### src/rtl/aon_pkg.sv
// -----------------------------------------------------------------------------
// aon_pkg
// Shared definitions for the always-on (AON) power domain: the power-sequencer
// state encoding, the default RTC width, and the settle-counter load helper.
// The AON top level reuses these, so keep encodings stable.
// -----------------------------------------------------------------------------
package aon_pkg;

    // Default width of the ripple RTC and the alarm register.
    localparam int unsigned RTC_W_DEF = 48;

    // Power-sequencer states.
    typedef enum logic [1:0] {
        ST_RUN    = 2'd0,
        ST_PD_IO  = 2'd1,
        ST_SLEEP  = 2'd2,
        ST_PU_SYS = 2'd3
    } pwr_state_e;

    // Plain-vector aliases of the enum, for logic that carries the state as
    // a bare logic [1:0] (legacy blocks compare against these).
    localparam logic [1:0] S_RUN    = 2'(ST_RUN);
    localparam logic [1:0] S_PD_IO  = 2'(ST_PD_IO);
    localparam logic [1:0] S_SLEEP  = 2'(ST_SLEEP);
    localparam logic [1:0] S_PU_SYS = 2'(ST_PU_SYS);

    // The dwell counter counts down to zero inclusive, so it is loaded with
    // one less than the wanted dwell in cycles.
    function automatic logic [7:0] settle_load(input int unsigned settle);
        return 8'(settle - 1);
    endfunction

endpackage : aon_pkg

### src/rtl/sync2.sv
// -----------------------------------------------------------------------------
// sync2
// Parameterised-width two-flop synchroniser with asynchronous active-low reset.
// Each bit is synchronised independently; multi-bit coherence is the caller's
// problem.
//
// Ports:
//   clk   in  1  destination clock
//   rstb  in  1  asynchronous active-low reset (flops clear to 0)
//   d     in  W  asynchronous input
//   q     out W  synchronised output, two clk edges after d
// -----------------------------------------------------------------------------
module sync2 #(
    parameter int unsigned W = 1
) (
    input  logic         clk,
    input  logic         rstb,
    input  logic [W-1:0] d,
    output logic [W-1:0] q
);

    logic [W-1:0] meta_q;
    logic [W-1:0] meta_d;
    logic [W-1:0] sync_q;
    logic [W-1:0] sync_d;

    always_comb begin
        meta_d = d;
        sync_d = meta_q;
    end

    // NOTE: non-blocking assignments in clocked blocks so every flop samples
    // the pre-edge value; blocking here would collapse the two stages into one.
    always_ff @(posedge clk or negedge rstb) begin
        if (!rstb) begin
            meta_q <= '0;
            sync_q <= '0;
        end else begin
            meta_q <= meta_d;
            sync_q <= sync_d;
        end
    end

    assign q = sync_q;

endmodule : sync2

### src/rtl/aon_pwr_seq.sv
// -----------------------------------------------------------------------------
// aon_pwr_seq
// Always-on power sequencer. Takes a coherent snapshot of the asynchronous
// ripple RTC, compares it with a programmable alarm, and sequences the IO and
// system power-down controls: sleep request -> pd_io, SETTLE cycles, pd_sys;
// wake (alarm or wake pin) -> release pd_sys, SETTLE cycles, release pd_io.
//
// Parameters:
//   RTC_W   RTC / alarm width
//   SETTLE  cycles between the pd_io and pd_sys edges (legal 1..255)
//
// Ports:
//   clk           in   1      always-on clock (>= 4x the RTC tick rate)
//   rstb          in   1      asynchronous active-low reset
//   rtc           in   RTC_W  ripple RTC, asynchronous, bits settle unevenly
//   wake_pin      in   1      asynchronous wake, rising-edge active
//   sleep_req     in   1      sleep request level, honoured only in RUN
//   alarm_we      in   1      load alarm_wdata into the alarm register
//   alarm_wdata   in   RTC_W  alarm value
//   alarm_en      in   1      enable alarm compare
//   irq_clr       in   1      clear alarm_irq (a simultaneous set wins)
//   rtc_snap      out  RTC_W  coherent RTC snapshot
//   rtc_snap_vld  out  1      one-cycle pulse when rtc_snap changes
//   alarm_irq     out  1      sticky alarm flag
//   pd_io         out  1      IO domain power-down
//   pd_sys        out  1      system domain power-down
//   busy          out  1      high whenever the sequencer is not in RUN
// -----------------------------------------------------------------------------
module aon_pwr_seq
    import aon_pkg::*;
#(
    parameter int unsigned RTC_W  = RTC_W_DEF,
    parameter int unsigned SETTLE = 16
) (
    input  logic             clk,
    input  logic             rstb,
    input  logic [RTC_W-1:0] rtc,
    input  logic             wake_pin,
    input  logic             sleep_req,
    input  logic             alarm_we,
    input  logic [RTC_W-1:0] alarm_wdata,
    input  logic             alarm_en,
    input  logic             irq_clr,
    output logic [RTC_W-1:0] rtc_snap,
    output logic             rtc_snap_vld,
    output logic             alarm_irq,
    output logic             pd_io,
    output logic             pd_sys,
    output logic             busy
);

    localparam logic [7:0] SETTLE_LD = settle_load(SETTLE);

    // ---------------------------------------------------------------- signals
    logic [RTC_W-1:0] rtc_s;
    logic [RTC_W-1:0] rtc_p_q,        rtc_p_d;
    logic [RTC_W-1:0] rtc_snap_q,     rtc_snap_d;
    logic             rtc_snap_vld_q, rtc_snap_vld_d;
    logic [RTC_W-1:0] alarm_q,        alarm_d;
    logic             alarm_irq_q,    alarm_irq_d;

    logic             wake_s;
    logic             wake_s_q,       wake_s_d;
    logic             wake_pend_q,    wake_pend_d;

    logic [1:0]       state_q,        state_d;
    logic [7:0]       cnt_q,          cnt_d;
    logic             pd_io_q,        pd_io_d;
    logic             pd_sys_q,       pd_sys_d;
    logic             busy_q,         busy_d;

    logic             snap_upd;
    logic             wake_rise;
    logic             wake_evt;
    logic             wake_clr;

    // ---------------------------------------------------------- synchronisers
    sync2 #(.W(RTC_W)) u_sync_rtc (
        .clk  (clk),
        .rstb (rstb),
        .d    (rtc),
        .q    (rtc_s)
    );

    sync2 #(.W(1)) u_sync_wake (
        .clk  (clk),
        .rstb (rstb),
        .d    (wake_pin),
        .q    (wake_s)
    );

    // ------------------------------------------------------ RTC + alarm path
    // NOTE: every signal written in an always_comb gets a value on every path
    // (here by straight assignment, in the FSM by defaults first); a path that
    // leaves one unassigned infers a latch.
    always_comb begin
        rtc_p_d = rtc_s;

        // Two identical consecutive synchronised samples mean the ripple has
        // settled; a sample caught mid-ripple never matches its neighbour and
        // is dropped.
        snap_upd       = (rtc_s == rtc_p_q) && (rtc_s != rtc_snap_q);
        rtc_snap_d     = snap_upd ? rtc_s : rtc_snap_q;
        rtc_snap_vld_d = snap_upd;

        alarm_d = alarm_we ? alarm_wdata : alarm_q;

        // >= rather than == so a snapshot that jumps past the alarm value
        // still fires. Set has priority over clear.
        if (alarm_en && (rtc_snap_q >= alarm_q)) begin
            alarm_irq_d = 1'b1;
        end else if (irq_clr) begin
            alarm_irq_d = 1'b0;
        end else begin
            alarm_irq_d = alarm_irq_q;
        end
    end

    // --------------------------------------------------------- sequencer FSM
    assign wake_evt = alarm_irq_q | wake_pend_q;

    always_comb begin
        state_d = state_q;
        cnt_d   = cnt_q;

        case (state_q)
            S_RUN: begin
                if (sleep_req) begin
                    state_d = S_PD_IO;
                    cnt_d   = SETTLE_LD;
                end
            end
            S_PD_IO: begin
                if (wake_evt) begin
                    state_d = S_RUN;
                end else if (cnt_q == 8'd0) begin
                    state_d = S_SLEEP;
                end else begin
                    cnt_d = cnt_q - 8'd1;
                end
            end
            S_SLEEP: begin
                if (wake_evt) begin
                    state_d = S_PU_SYS;
                    cnt_d   = SETTLE_LD;
                end
            end
            S_PU_SYS: begin
                if (cnt_q == 8'd0) begin
                    state_d = S_RUN;
                end else begin
                    cnt_d = cnt_q - 8'd1;
                end
            end
            default: begin
                state_d = S_RUN;
            end
        endcase

        // Outputs are decoded from the next state and registered, so they
        // change on the same edge as the state and never glitch.
        pd_io_d  = (state_d != S_RUN);
        pd_sys_d = (state_d == S_SLEEP);
        busy_d   = (state_d != S_RUN);

        // A pin edge that coincides with entry to PU_SYS / RUN is absorbed by
        // the wake being serviced.
        wake_s_d  = wake_s;
        wake_rise = wake_s & ~wake_s_q;
        wake_clr  = (state_d != state_q) &&
                    ((state_d == S_PU_SYS) || (state_d == S_RUN));
        if (wake_clr) begin
            wake_pend_d = 1'b0;
        end else if (wake_rise) begin
            wake_pend_d = 1'b1;
        end else begin
            wake_pend_d = wake_pend_q;
        end
    end

    // ------------------------------------------------------------- registers
    // NOTE: the alarm register resets to all-ones rather than zero so an
    // enabled compare cannot fire before software has programmed a value.
    always_ff @(posedge clk or negedge rstb) begin
        if (!rstb) begin
            rtc_p_q        <= '0;
            rtc_snap_q     <= '0;
            rtc_snap_vld_q <= 1'b0;
            alarm_q        <= '1;
            alarm_irq_q    <= 1'b0;
            wake_s_q       <= 1'b0;
            wake_pend_q    <= 1'b0;
            state_q        <= S_RUN;
            cnt_q          <= 8'd0;
            pd_io_q        <= 1'b0;
            pd_sys_q       <= 1'b0;
            busy_q         <= 1'b0;
        end else begin
            rtc_p_q        <= rtc_p_d;
            rtc_snap_q     <= rtc_snap_d;
            rtc_snap_vld_q <= rtc_snap_vld_d;
            alarm_q        <= alarm_d;
            alarm_irq_q    <= alarm_irq_d;
            wake_s_q       <= wake_s_d;
            wake_pend_q    <= wake_pend_d;
            state_q        <= state_d;
            cnt_q          <= cnt_d;
            pd_io_q        <= pd_io_d;
            pd_sys_q       <= pd_sys_d;
            busy_q         <= busy_d;
        end
    end

    assign rtc_snap     = rtc_snap_q;
    assign rtc_snap_vld = rtc_snap_vld_q;
    assign alarm_irq    = alarm_irq_q;
    assign pd_io        = pd_io_q;
    assign pd_sys       = pd_sys_q;
    assign busy         = busy_q;

endmodule : aon_pwr_seq
### config.mk
export PLATFORM = sky130hd
export DESIGN_NAME = aon_pwr_seq
export DESIGN_NICKNAME = d
export VERILOG_FILES = /design/src/rtl/aon_pkg.sv /design/src/rtl/sync2.sv /design/src/rtl/aon_pwr_seq.sv
export SDC_FILE = /design/constraint.sdc
export NUM_CORES = 1
export LEC_CHECK = 0
export CAP_MARGIN = 20
export CORE_MARGIN = 5
export CORE_UTILIZATION = 55
export DETAILED_ROUTE_END_ITERATION = 16
export GPL_TIMING_DRIVEN = 0
export PLACE_DENSITY = 0.93
export SYNTH_ARGS = -nofsm -noshare
export SYNTH_HDL_FRONTEND = slang
export SYNTH_SLANG_ARGS = --single-unit
### constraint.sdc
create_clock -name clk -period 4 [get_ports clk]
set_input_delay 0.8 -clock clk [delete_from_list [all_inputs] [get_ports clk]]
set_output_delay 0.8 -clock clk [all_outputs]
set_load 0.1 [all_outputs]
* Word level (Yosys, flattened, before mapping) *
Index checks and enable logic that the tools add are counted.

word-level totals
  flip-flop bits (word level) = 258
  latch bits = 0
  bits in writable memories = 0
  memory bits (read-only) = 0
  bits of input ports = 103
  output and inout port bits = 53
  logic and storage cells = 57
  memories kept = 0

cells by class
  add/subtract/negate cells = 1
  multiply operators = 0
  divide/modulo/power cells = 0
  $lt $le $gt $ge = 1
  equal/unequal tests = 11
  shift-type cells = 0
  mux-type cells = 15
  bitwise operators = 3
  reduce and logical (&&, ||, !) cells = 11

operators by type and width
  cell                   number
  $eq A48 B48 Y1         1
  $ge A48 B48 Y1         1
  $ne A48 B48 Y1         1
  $mux W8                4
  $pmux W8 S4            1
  $mux W2                5
  $eq A2 B2 Y1 const B   4
  $logic_not A8 Y1       1
  $pmux W2 S4            1
  $sub A8 B1 Y8 const B  1
  $ne A2 B2 Y1 const B   3
  $reduce_bool A2 Y1     3
  $logic_not A2 Y1       2
  $mux W1                4
  $logic_and A1 B1 Y1    3
  $reduce_and A3 Y1      1
  $eq A2 B1 Y1 const B   1
  $ne A2 B2 Y1           1
  $and A1 B1 Y1          1
  $logic_or A1 B1 Y1     1
  $not A1 Y1             1
  $or A1 B1 Y1           1

* Logic depth before layout (Yosys ltp) *
Gate-level depths: netlist (run 1).

  word-level depth = 8
  depth in mapped cells = 9
  gate-level depth less buffers = 8

* By module *
Synthesis (run 1) repeated with hierarchy kept, for this count alone.

second synthesis, totals
  cell total of the unflattened synthesis = 774
  area total of the unflattened synthesis = 10194.8 µm²

by module, submodules not included
  module               instances  cells an instance  area an instance (µm²)  seq. area each (µm²)
  aon_pwr_seq          1          676                7742.4                  4063.9
  sync2 (u_sync_rtc)   1          96                 2402.3                  2402.3
  sync2 (u_sync_wake)  1          2                  50.0                    50.0

* Worst setup path after synthesis (run 1) *
Ideal clock, no wire load.

  path kind = reg2reg
  from = reg rtc_snap_q[0] (netlist: rtc_snap[0])
  to = reg alarm_irq_q (netlist: alarm_irq)
  library setup time = 140 ps
  data arrival time = 2440 ps
  data required time = 3860 ps
  slack = 1420 ps
  cell stages (with the launch flop) = 9
  buffers on the path = 0
  clock period less this slack = 2580 ps
  cell sequence = dfrtp_1 > inv_1 > ha_1 > nand2b_1 > a2111oi_0 > or4_1 > o211ai_1 > a221oi_1 > o221ai_1

between the ends
  longest elaborated chain between the ends = 3
  elaborated cells between the ends (all ways) = 4
  classes of those cells = order compare: 1; mux: 1; reduce/logical: 2

ends and longest elaborated chain
  what                                                  line                RTL
  start: declaration                                    aon_pwr_seq.sv:57   logic [RTC_W-1:0] rtc_snap_q, rtc_snap_d;
  start signal: assignment                              aon_pwr_seq.sv:200  rtc_snap_q <= rtc_snap_d;
  $ge A48 B48 Y1 (*)                                    aon_pwr_seq.sv:110  if (alarm_en && (rtc_snap_q >= alarm_q)) begin
  $logic_and A1 B1 Y1 (*)                               aon_pwr_seq.sv:110
  $mux W1 / $reduce_bool A2 Y1 (equally long branches)  n/a
  end signal: assignment                                aon_pwr_seq.sv:203  alarm_irq_q <= alarm_irq_d;
  end: declaration                                      aon_pwr_seq.sv:60   logic alarm_irq_q, alarm_irq_d;

Mark *: on every way between the ends. The rest lies on a longest branch, timed or not.
A chain may end at the register's enable or synchronous reset.

* Final worst setup path (run 1) *
  from = reg rtc_snap_q[1] (netlist: rtc_snap[1])
  to = out rtc_snap[1]

RTL lines
  what              line               RTL
  end: declaration  aon_pwr_seq.sv:44  output logic [RTC_W-1:0] rtc_snap,

No word-level cell between the ends.

==> parameters.txt, run 1 <==
Parameter                              Value

Outcome
  Result of the run ... complete, no violations

Timing
  Final count of hold timing violations ... 0
  Achievable clock frequency ... 330.3 MHz
  Share of the cycle needed by the critical path after routing ... 0.7569
  Final clock skew ... roughly 14 ps
  Minimum period implied by the final worst setup slack ... roughly 3000 ps
  Final setup vio count ... 0
  Worst relative slew slack ... 0.2955
  RSZ-0062 raised after global routing ... no
  Setup slack of the critical path after layout ... 972.3 ps
  Final Max Slew Viols ... 0
  Worst Tran Pin Value ... 1053 ps

Finish
  Antenna Cells ... 0
  Net count, final ... about 1,100
  Design area ... ~13,000 um^2
  Ratio of cells with drive above 1 in the final layout ... 0.1474
  Syn-to-layout area delta ... 28.01%

Logic synthesis
  Average instance area after synthesis ... between 10 and 15 um^2
  Post-synthesis net count ... approximately 900
  Number of flops mapped to enable cells by yosys ... 0
  Share of async-settable or async-resettable flops after synthesis ... 1.000
  Largest area contributor in the netlist ... sky130_fd_sc_hd__dfrtp_1
  Synth Instances ... between 700 and 800
  Count of warnings emitted by yosys ... 0
  Post-synth design cell area ... between 10,000 and 15,000 um^2
  Flops & latches, synth ... ~260
  Area fraction of the dominant cell type after synthesis ... 0.5185
  Primary FF master, synth ... sky130_fd_sc_hd__dfrtp_1
  Sequential element share of the synthesized area ... 0.6430
  Dominant cell by count in the synthesized netlist ... sky130_fd_sc_hd__dfrtp_1
  Main area contributors after synthesis ... sky130_fd_sc_hd__dfrtp_1 (52%), sky130_fd_sc_hd__dfstp_2 (12%), sky130_fd_sc_hd__xnor2_1 (8.3%)
  Leading cell types by count after synthesis ... sky130_fd_sc_hd__dfrtp_1 (210), sky130_fd_sc_hd__xnor2_1 (96), sky130_fd_sc_hd__nand2_1 (64), sky130_fd_sc_hd__o21ai_0 (58), sky130_fd_sc_hd__inv_1 (57)
  Synth unique cells ... 41

Worst setup path
  Slowest CP cell ... sky130_fd_sc_hd__clkdlybuf4s50_1
  Endpoint type of the worst setup path ... primary output
  WS Path Type ... reg -> out
  Data arrival time at the worst-slack endpoint ... ~2200 ps
  Crit-path max FO ... 4
  Critical Path RT ... 3200 ps
  Maximum cell stage delay along the critical path ... 1210 ps
  Cell depth of the worst setup path ... 1
  CP Cell Sequence ... clkdlybuf4s50_1
  Launching element type of the critical path ... flop
  Delay-heaviest family, CP ... buffers and inverters
  Buffering stage count on the worst path with inverters included ... 1
  Reg2Reg Depth ... 8

GRT
  Met3 track demand over resource ... 0.04921
  Number of antenna violations at the first check in global routing ... 0
  Global-route layer with the greatest usage ... met2
  Via count of the first global-routing pass ... 7,139
  Maximum number of pins on one net before global-route repair ... 110
  Met2 usage ... 0.3933
  First-pass GRT wire length ... about 40,000 um
  Total congestion overflow ... 0
  GRT Overall Usage ... 0.2389
  Met1 Usage GRT ... 0.3144

Detailed routing
  Post-detailed-route count of antenna-violating nets ... 0
  Pre-Repair DR Iteration Count ... 4
  Routed len/inst ... approximately 21 um
  DRC viols ... 0
  Via count ... ~6,700
  Total wire length after detailed routing ... roughly 26,000 um
  Initial DRC Count ... ~520
  Detail-routed via count per cell ... about 5.6

Power and ir drop
  Leakage power ... ~5.8 nW
  Share of total power in combinational logic ... 0.107
  Switching power summed over all nets ... roughly 1.5 mW
  Max rail drop VDD ... 0.0007778 V
  Switching part of the total ... 0.2430
  Total power density per cell area ... between 400 and 500 nW/um^2
  Clock network fraction of total power ... 0.428
  Internal power ... about 4.7 mW
  Sequential cell fraction of total power ... 0.465

Die
  Die Footprint ... approximately 21,000 um^2
  Die X-Extent ... 145.7 um
  Std-Cell Rows ... just under 50
  I/O pin count ... roughly 160
  Std-Cell Core Area ... around 18,000 um^2
  Effective utilization at floorplan ... 0.5623
  Vertical extent of the die ... roughly 150 um

Clock network
  Root Buffer Master ... sky130_fd_sc_hd__clkbuf_16
  Clk_lat worst skew ... 520 ps
  Clock transition at path regs ... 70 ps
  Clk sinks ... 258
  Clock buffer count from CTS ... 26
  Clock Tree Buf Depth ... 3
  Cts hold-fix bufs ... 0
  H-tree level count ... 1
  TritonCTS clock tree ... done
  Post-CTS setup buffer count ... 0
  Number of instances resized during post-cts repair ... 0

Placed design
  Post-place setup slack ... between 1000 and 1500 ps
  Post-detail-place hpwl ... approximately 18,000 um
  Routability congestion estimate ... roughly 0.86
  Number of buffers inserted by port buffering ... 154
  Post-DP Area ... between 10,000 and 15,000 um^2

Hold path
  HP Class ... in -> async

Flow run
  Number of violations of the max-capacitance limit ... 0
layout by cell type, fill, tap and decap left out, types with 4 or more instances in the layout:
master	instances
sky130_fd_sc_hd__ha_1	51
sky130_fd_sc_hd__clkbuf_16	27
sky130_fd_sc_hd__nor4_1	6
sky130_fd_sc_hd__nand3_1	5
sky130_fd_sc_hd__a21o_1	6
sky130_fd_sc_hd__mux2_1	9
sky130_fd_sc_hd__a21oi_1	17
sky130_fd_sc_hd__a211oi_1	4
sky130_fd_sc_hd__nor2_1	13
sky130_fd_sc_hd__dfstp_2	48
sky130_fd_sc_hd__nand2_1	64
sky130_fd_sc_hd__clkbuf_1	12
sky130_fd_sc_hd__o21ai_0	58
sky130_fd_sc_hd__dfrtp_1	210
sky130_fd_sc_hd__nand2b_1	5
sky130_fd_sc_hd__nand4_1	32
sky130_fd_sc_hd__inv_1	57
sky130_fd_sc_hd__clkdlybuf4s50_1	153
sky130_fd_sc_hd__xnor2_1	96
sky130_fd_sc_hd__clkinv_2	8
sky130_fd_sc_hd__bufinv_16	6
sky130_fd_sc_hd__nor3_1	5
sky130_fd_sc_hd__mux2_2	40
final timing paths:
| kind | start | endpoint | slack (ps) |
|---|---|---|---|
| worst max-delay path | rtc_snap[1] | rtc_snap[1] | 970 |
| worst min-delay path | rstb | state_q[1] | 170 |
| worst max register to register | u_sync_rtc.q[47] | rtc_snap[39] | 1410 |
| worst min register to register | u_sync_rtc.meta_q[7] | u_sync_rtc.q[7] | 350 |
| max in group asynchronous | rstb | u_sync_rtc.q[31] | 2480 |
| min in group clk | u_sync_rtc.meta_q[7] | u_sync_rtc.q[7] | 350 |
layout make-up:
cell class                      count  area, um^2
Sequential cell                   258        6516
Fill cell                        1109        5051
Multi-Input combinational cell    440        3318
Timing Repair Buffer              156        1602
Clock buffer                       30       696.9
Tap cell                          229       286.5
Clock inverter                     18       254.0
Inverter                           57       214.0
Buffer                             18       86.33
per-stage QoR:
step | utilization | hold slack (ps) | power, mW | instances | TNS (ps)
4_1_cts | 0.7198 | 185.8 | 6.243 | 1206 | 0
6_report | 0.7198 | 173.9 | 6.220 | 1206 | 0
3_3_place_gp | 0.6637 | 333.6 | 3.555 | 1156 | -1934210
5_1_grt | 0.7198 | 198.2 | 6.443 | 1206 | 0
3_5_place_dp | 0.6670 | 334.7 | 3.592 | 1158 | 0
2_1_floorplan | - | 331.2 | 3.293 | 773 | 0
routing by layer:
layer / vias to the layer above / wire, um
met1: 3343 / 10270
met2: 285 / 12520
met3: 68 / 1886
met5: - / 0
met4: 0 / 1039
li1: 3000 / -
power groups by stage:
stage          Sequential [mW]  Clock, mW  Combinational [mW]
2_1_floorplan             2.95          0               0.340
3_3_place_gp              2.93          0               0.624
3_5_place_dp              2.94          0               0.656
4_1_cts                   2.89       2.68               0.668
5_1_grt                   2.91       2.80               0.733
6_report                  2.89       2.66               0.663
kinds of logic (layout without fill, tap and decap cells):
group | after synthesis | in the layout | share of synthesized area
muxes | 50 | 50 | 0.05543
AOI/OAI and AO/OA | 101 | 101 | 0.05753
xor gates and xnor gates | 96 | 96 | 0.08296
DFF | 258 | 258 | 0.6430
adders and majority gates | 51 | 51 | 0.06296
and+or+nand+nor | 142 | 142 | 0.06852
buffers and inverters | 75 | 279 | 0.02963
registers in the layout, indices dropped and copies added, names as in the netlist, 2 cells and up:
name	count
state_q	2
rtc_snap	48
u_sync_rtc.meta_q	48
rtc_p_q	48
cnt_q	8
alarm_q	48
u_sync_rtc.q	48
Power figures use the tool's default switching activity.
==> run 2, diff against run 1 <==
- CORE_UTILIZATION: 55 -> 54
- PLACE_DENSITY: 0.93 -> 0.92
- clock period: 4 -> 2.9 ns (I/O delays scaled with it)
==> run 2 against run 1 <==
  * First-iteration DRC count is 5.8% higher
  * Non-clock buffer count increased by 1
  * Die area is 1.7% higher
  * Power grew 37%
  * Wire length decreased by 2.0%
  * Setup slack worse by 900 ps
  * Final cell count grew 0.50%
  * Critical path depth grew 7
  * Sequential share of layout area about the same
  * Clock skew fell by 1.2 ps
  * Combinational power up 39%
==> parameters.txt, run 2 (same netlist as run 1, synthesis figures left out) <==
Parameter                              Value

Outcome
  Result of the run ... complete, no violations (unchanged)

Worst setup path
  Reg2Reg Depth ... 8 (unchanged)
  Data arrival time at the worst-slack endpoint ... 3220 ps (was 2230 ps)
  Last element of the critical path ... rtc_snap[45] (was rtc_snap[1])
  R2r setup slk ... 70 ps (was 1410 ps)
  CP startpoint ... u_sync_rtc.q[47] (was rtc_snap[1])
  Maximum cell stage delay along the critical path ... 440 ps (was 1210 ps)
  Cell occurring most often along the worst timing path ... sky130_fd_sc_hd__nand4_1
  FF-to-FF End ... rtc_snap[45] (was rtc_snap[39])
  Buffering stage count on the worst path with inverters included ... 2 (was 1)
  CP Cell Sequence ... xnor2_1 -> nand4_1 -> nor4_1 -> nand3_1 -> nand4_1 -> buf_4 -> buf_6 -> mux2_1 (was clkdlybuf4s50_1)
  Endpoint type of the worst setup path ... flop (was primary output)
  Cell depth of the worst setup path ... 8 (was 1)
  Slowest CP cell ... sky130_fd_sc_hd__dfrtp_1 (was sky130_fd_sc_hd__clkdlybuf4s50_1)
  Startpoint of the worst register-to-register path ... u_sync_rtc.q[47] (unchanged)
  Critical Path RT ... 3290 ps (was 3200 ps)
  Launching element type of the critical path ... flop (unchanged)
  Delay-heaviest family, CP ... simple AND/OR/NAND/NOR gates (was buffers and inverters)
  Crit-path max FO ... 10 (was 4)
  WS Path Type ... reg -> reg (was reg -> out)

Power and ir drop
  Switching part of the total ... 0.2383 (was 0.2430)
  Switching power summed over all nets ... 2.034 mW (was 1.511 mW)
  Max rail drop VDD ... 0.0004810 V (was 0.0007778 V)
  Share of total power in combinational logic ... 0.108 (was 0.107)
  Clock network fraction of total power ... 0.424 (was 0.428)
  Internal power ... 6.500 mW (was 4.709 mW)
  Total power density per cell area ... 657.3 nW/um^2 (was 479.4 nW/um^2)
  Sequential cell fraction of total power ... 0.468 (was 0.465)
  Leakage power ... 5.774 nW (was 5.763 nW)

Finish
  Ratio of cells with drive above 1 in the final layout ... 0.1452 (was 0.1474)
  Antenna Cells ... 0 (unchanged)
  Syn-to-layout area delta ... 28.11% (was 28.01%)
  Most common cell after layout, fill and taps aside ... sky130_fd_sc_hd__dfrtp_1 (unchanged)
  Number of fillers in the final layout ... 1,181 (was 1,109)
  Most frequent cells in the layout ... sky130_fd_sc_hd__dfrtp_1 (210), sky130_fd_sc_hd__clkdlybuf4s50_1 (153), sky130_fd_sc_hd__xnor2_1 (96) (unchanged)
  Final cell count without fillers ... 1,212 (was 1,206)
  Net count, final ... 1,112 (was 1,111)

Clock network
  TritonCTS clock tree ... done (unchanged)
  Clock buffer count from CTS ... 26 (unchanged)
  Clock Tree Buf Depth ... 3 (unchanged)
  Root Buffer Master ... sky130_fd_sc_hd__clkbuf_16 (unchanged)
  Clk_lat worst skew ... 520 ps (about the same)
  Cts hold-fix bufs ... 1 (was 0)
  H-tree level count ... 1 (unchanged)
  Number of instances resized during post-cts repair ... 0 (unchanged)
  Clock transition at path regs ... 60 ps (was 70 ps)
  Post-CTS setup buffer count ... 0 (unchanged)
  Clk sinks ... 258 (unchanged)

Die
  Die Footprint ... 21,610 um^2 (was 21,240 um^2)
  Effective utilization at floorplan ... 0.5455 (was 0.5623)
  Std-Cell Rows ... 50 (was 49)
  I/O pin count ... 156 (unchanged)
  Std-Cell Core Area ... 18,580 um^2 (was 18,020 um^2)
  Die X-Extent ... 147.0 um (was 145.7 um)
  Vertical extent of the die ... 147.0 um (was 145.7 um)

Timing
  Final setup vio count ... 0 (unchanged)
  RSZ-0062 raised after global routing ... no (unchanged)
  Final Max Slew Viols ... 0 (unchanged)
  Worst relative slew slack ... 0.2975 (was 0.2955)
  Worst Tran Pin Value ... 1050 ps (was 1053 ps)
  Achievable clock frequency ... approximately 350 MHz
  Fin Hold WS ... 343.6 ps (was 173.9 ps)
  Minimum period implied by the final worst setup slack ... 2830 ps
  Final clock skew ... 12.37 ps (was 13.52 ps)
  Share of the cycle needed by the critical path after routing ... 0.9758
  Final count of hold timing violations ... 0 (unchanged)

Detailed routing
  Detail-routed via count per cell ... 5.564 (was 5.552)
  Routed len/inst ... 20.81 um (was 21.33 um)
  DRC viols ... 0 (unchanged)
  Pre-Repair DR Iteration Count ... 7 (was 4)
  Via count ... 6,744 (was 6,696)
  Initial DRC Count ... 548 (was 518)
  Post-detailed-route count of antenna-violating nets ... 0 (unchanged)
  Total wire length after detailed routing ... 25,220 um (was 25,720 um)

Placed design
  Routability congestion estimate ... 0.8998 (was 0.8602)
  Number of placed cells counting well taps ... 1,163 (was 1,158)
  Number of buffers inserted by port buffering ... 154 (unchanged)
  Post-detail-place hpwl ... 17,870 um (was 17,980 um)

GRT
  Via count of the first global-routing pass ... 7,106 (was 7,139)
  Total congestion overflow ... 0 (unchanged)
  First-pass GRT wire length ... 39,940 um (was 40,130 um)
  Maximum number of pins on one net before global-route repair ... 131 (was 110)
  Number of antenna violations at the first check in global routing ... 0 (unchanged)
  GRT Overall Usage ... 0.2362 (was 0.2389)

Hold path
  HP Class ... reg -> reg (was in -> async)

Flow run
  Number of violations of the max-capacitance limit ... 0 (unchanged)
[run 2: cell types whose count changed in the layout (fill, tap and decap cells not counted), sizes merged]
| cell | previous run | this run |
|---|---|---|
| dlygate4sd3 | 0 | 1 |
| clkinvlp | 3 | 0 |
| clkinv | 8 | 7 |
| clkbuf | 40 | 46 |
| inv | 58 | 57 |
| bufinv | 6 | 5 |
[run 2: how the worst min path moves through the flow]
stage                                startpoint          endpoint  slack (ps)  depth (start not counted)
after global routing       u_sync_rtc.meta_q[3]   u_sync_rtc.q[3]         350                          0
after floorplan                            rstb         alarm_irq         280                          0
after global placement    u_sync_rtc.meta_q[24]  u_sync_rtc.q[24]         330                          0
final                      u_sync_rtc.meta_q[3]   u_sync_rtc.q[3]         340                          0
after detailed placement  u_sync_rtc.meta_q[23]  u_sync_rtc.q[23]         330                          0
after CTS                  u_sync_rtc.meta_q[3]   u_sync_rtc.q[3]         350                          0
[run 2: layer usage]
layer	routed length (um)	GRT usage	vias to the layer above
met2	12090	0.3835	296
li1	-	-	2994
met4	999	0.08807	0
met3	1989	0.05922	75
met5	0	0	-
met1	10140	0.3110	3379
[run 2: power groups by stage]
stage / clock network [mW] / logic (mW) / registers, mW
floorplan: 0 / 0.470 / 4.07
global placement: 0 / 0.866 / 4.04
detailed placement: 0 / 0.908 / 4.05
CTS: 3.67 / 0.927 / 3.99
global route: 3.83 / 1.03 / 4.02
finish: 3.62 / 0.924 / 3.99
[run 2: metrics by stage]
step	setup TNS, ps	total power, mW	utilization	cell area [um^2]	worst slack, ps
floorplan	0	4.542	-	10130	320.0
global route	0	8.867	0.6988	12980	19.97
finish	0	8.534	0.6988	12980	70.23
detailed placement	0	4.958	0.6474	12030	230.8
global placement	-2172420	4.906	0.6442	11970	-9024
CTS	0	8.588	0.6988	12980	81.15
[run 2: area by class of cell]
cell class	instances	area, um^2	share of cell area
clock buffer	36	759.5	0.05849
multi-input combinational	440	3318	0.2556
inverter	57	214.0	0.01648
tap	234	292.8	0.02255
timing repair buffer	157	1612	0.1241
buffer	18	86.33	0.006649
sequential	258	6516	0.5019
clock inverter	12	185.2	0.01426
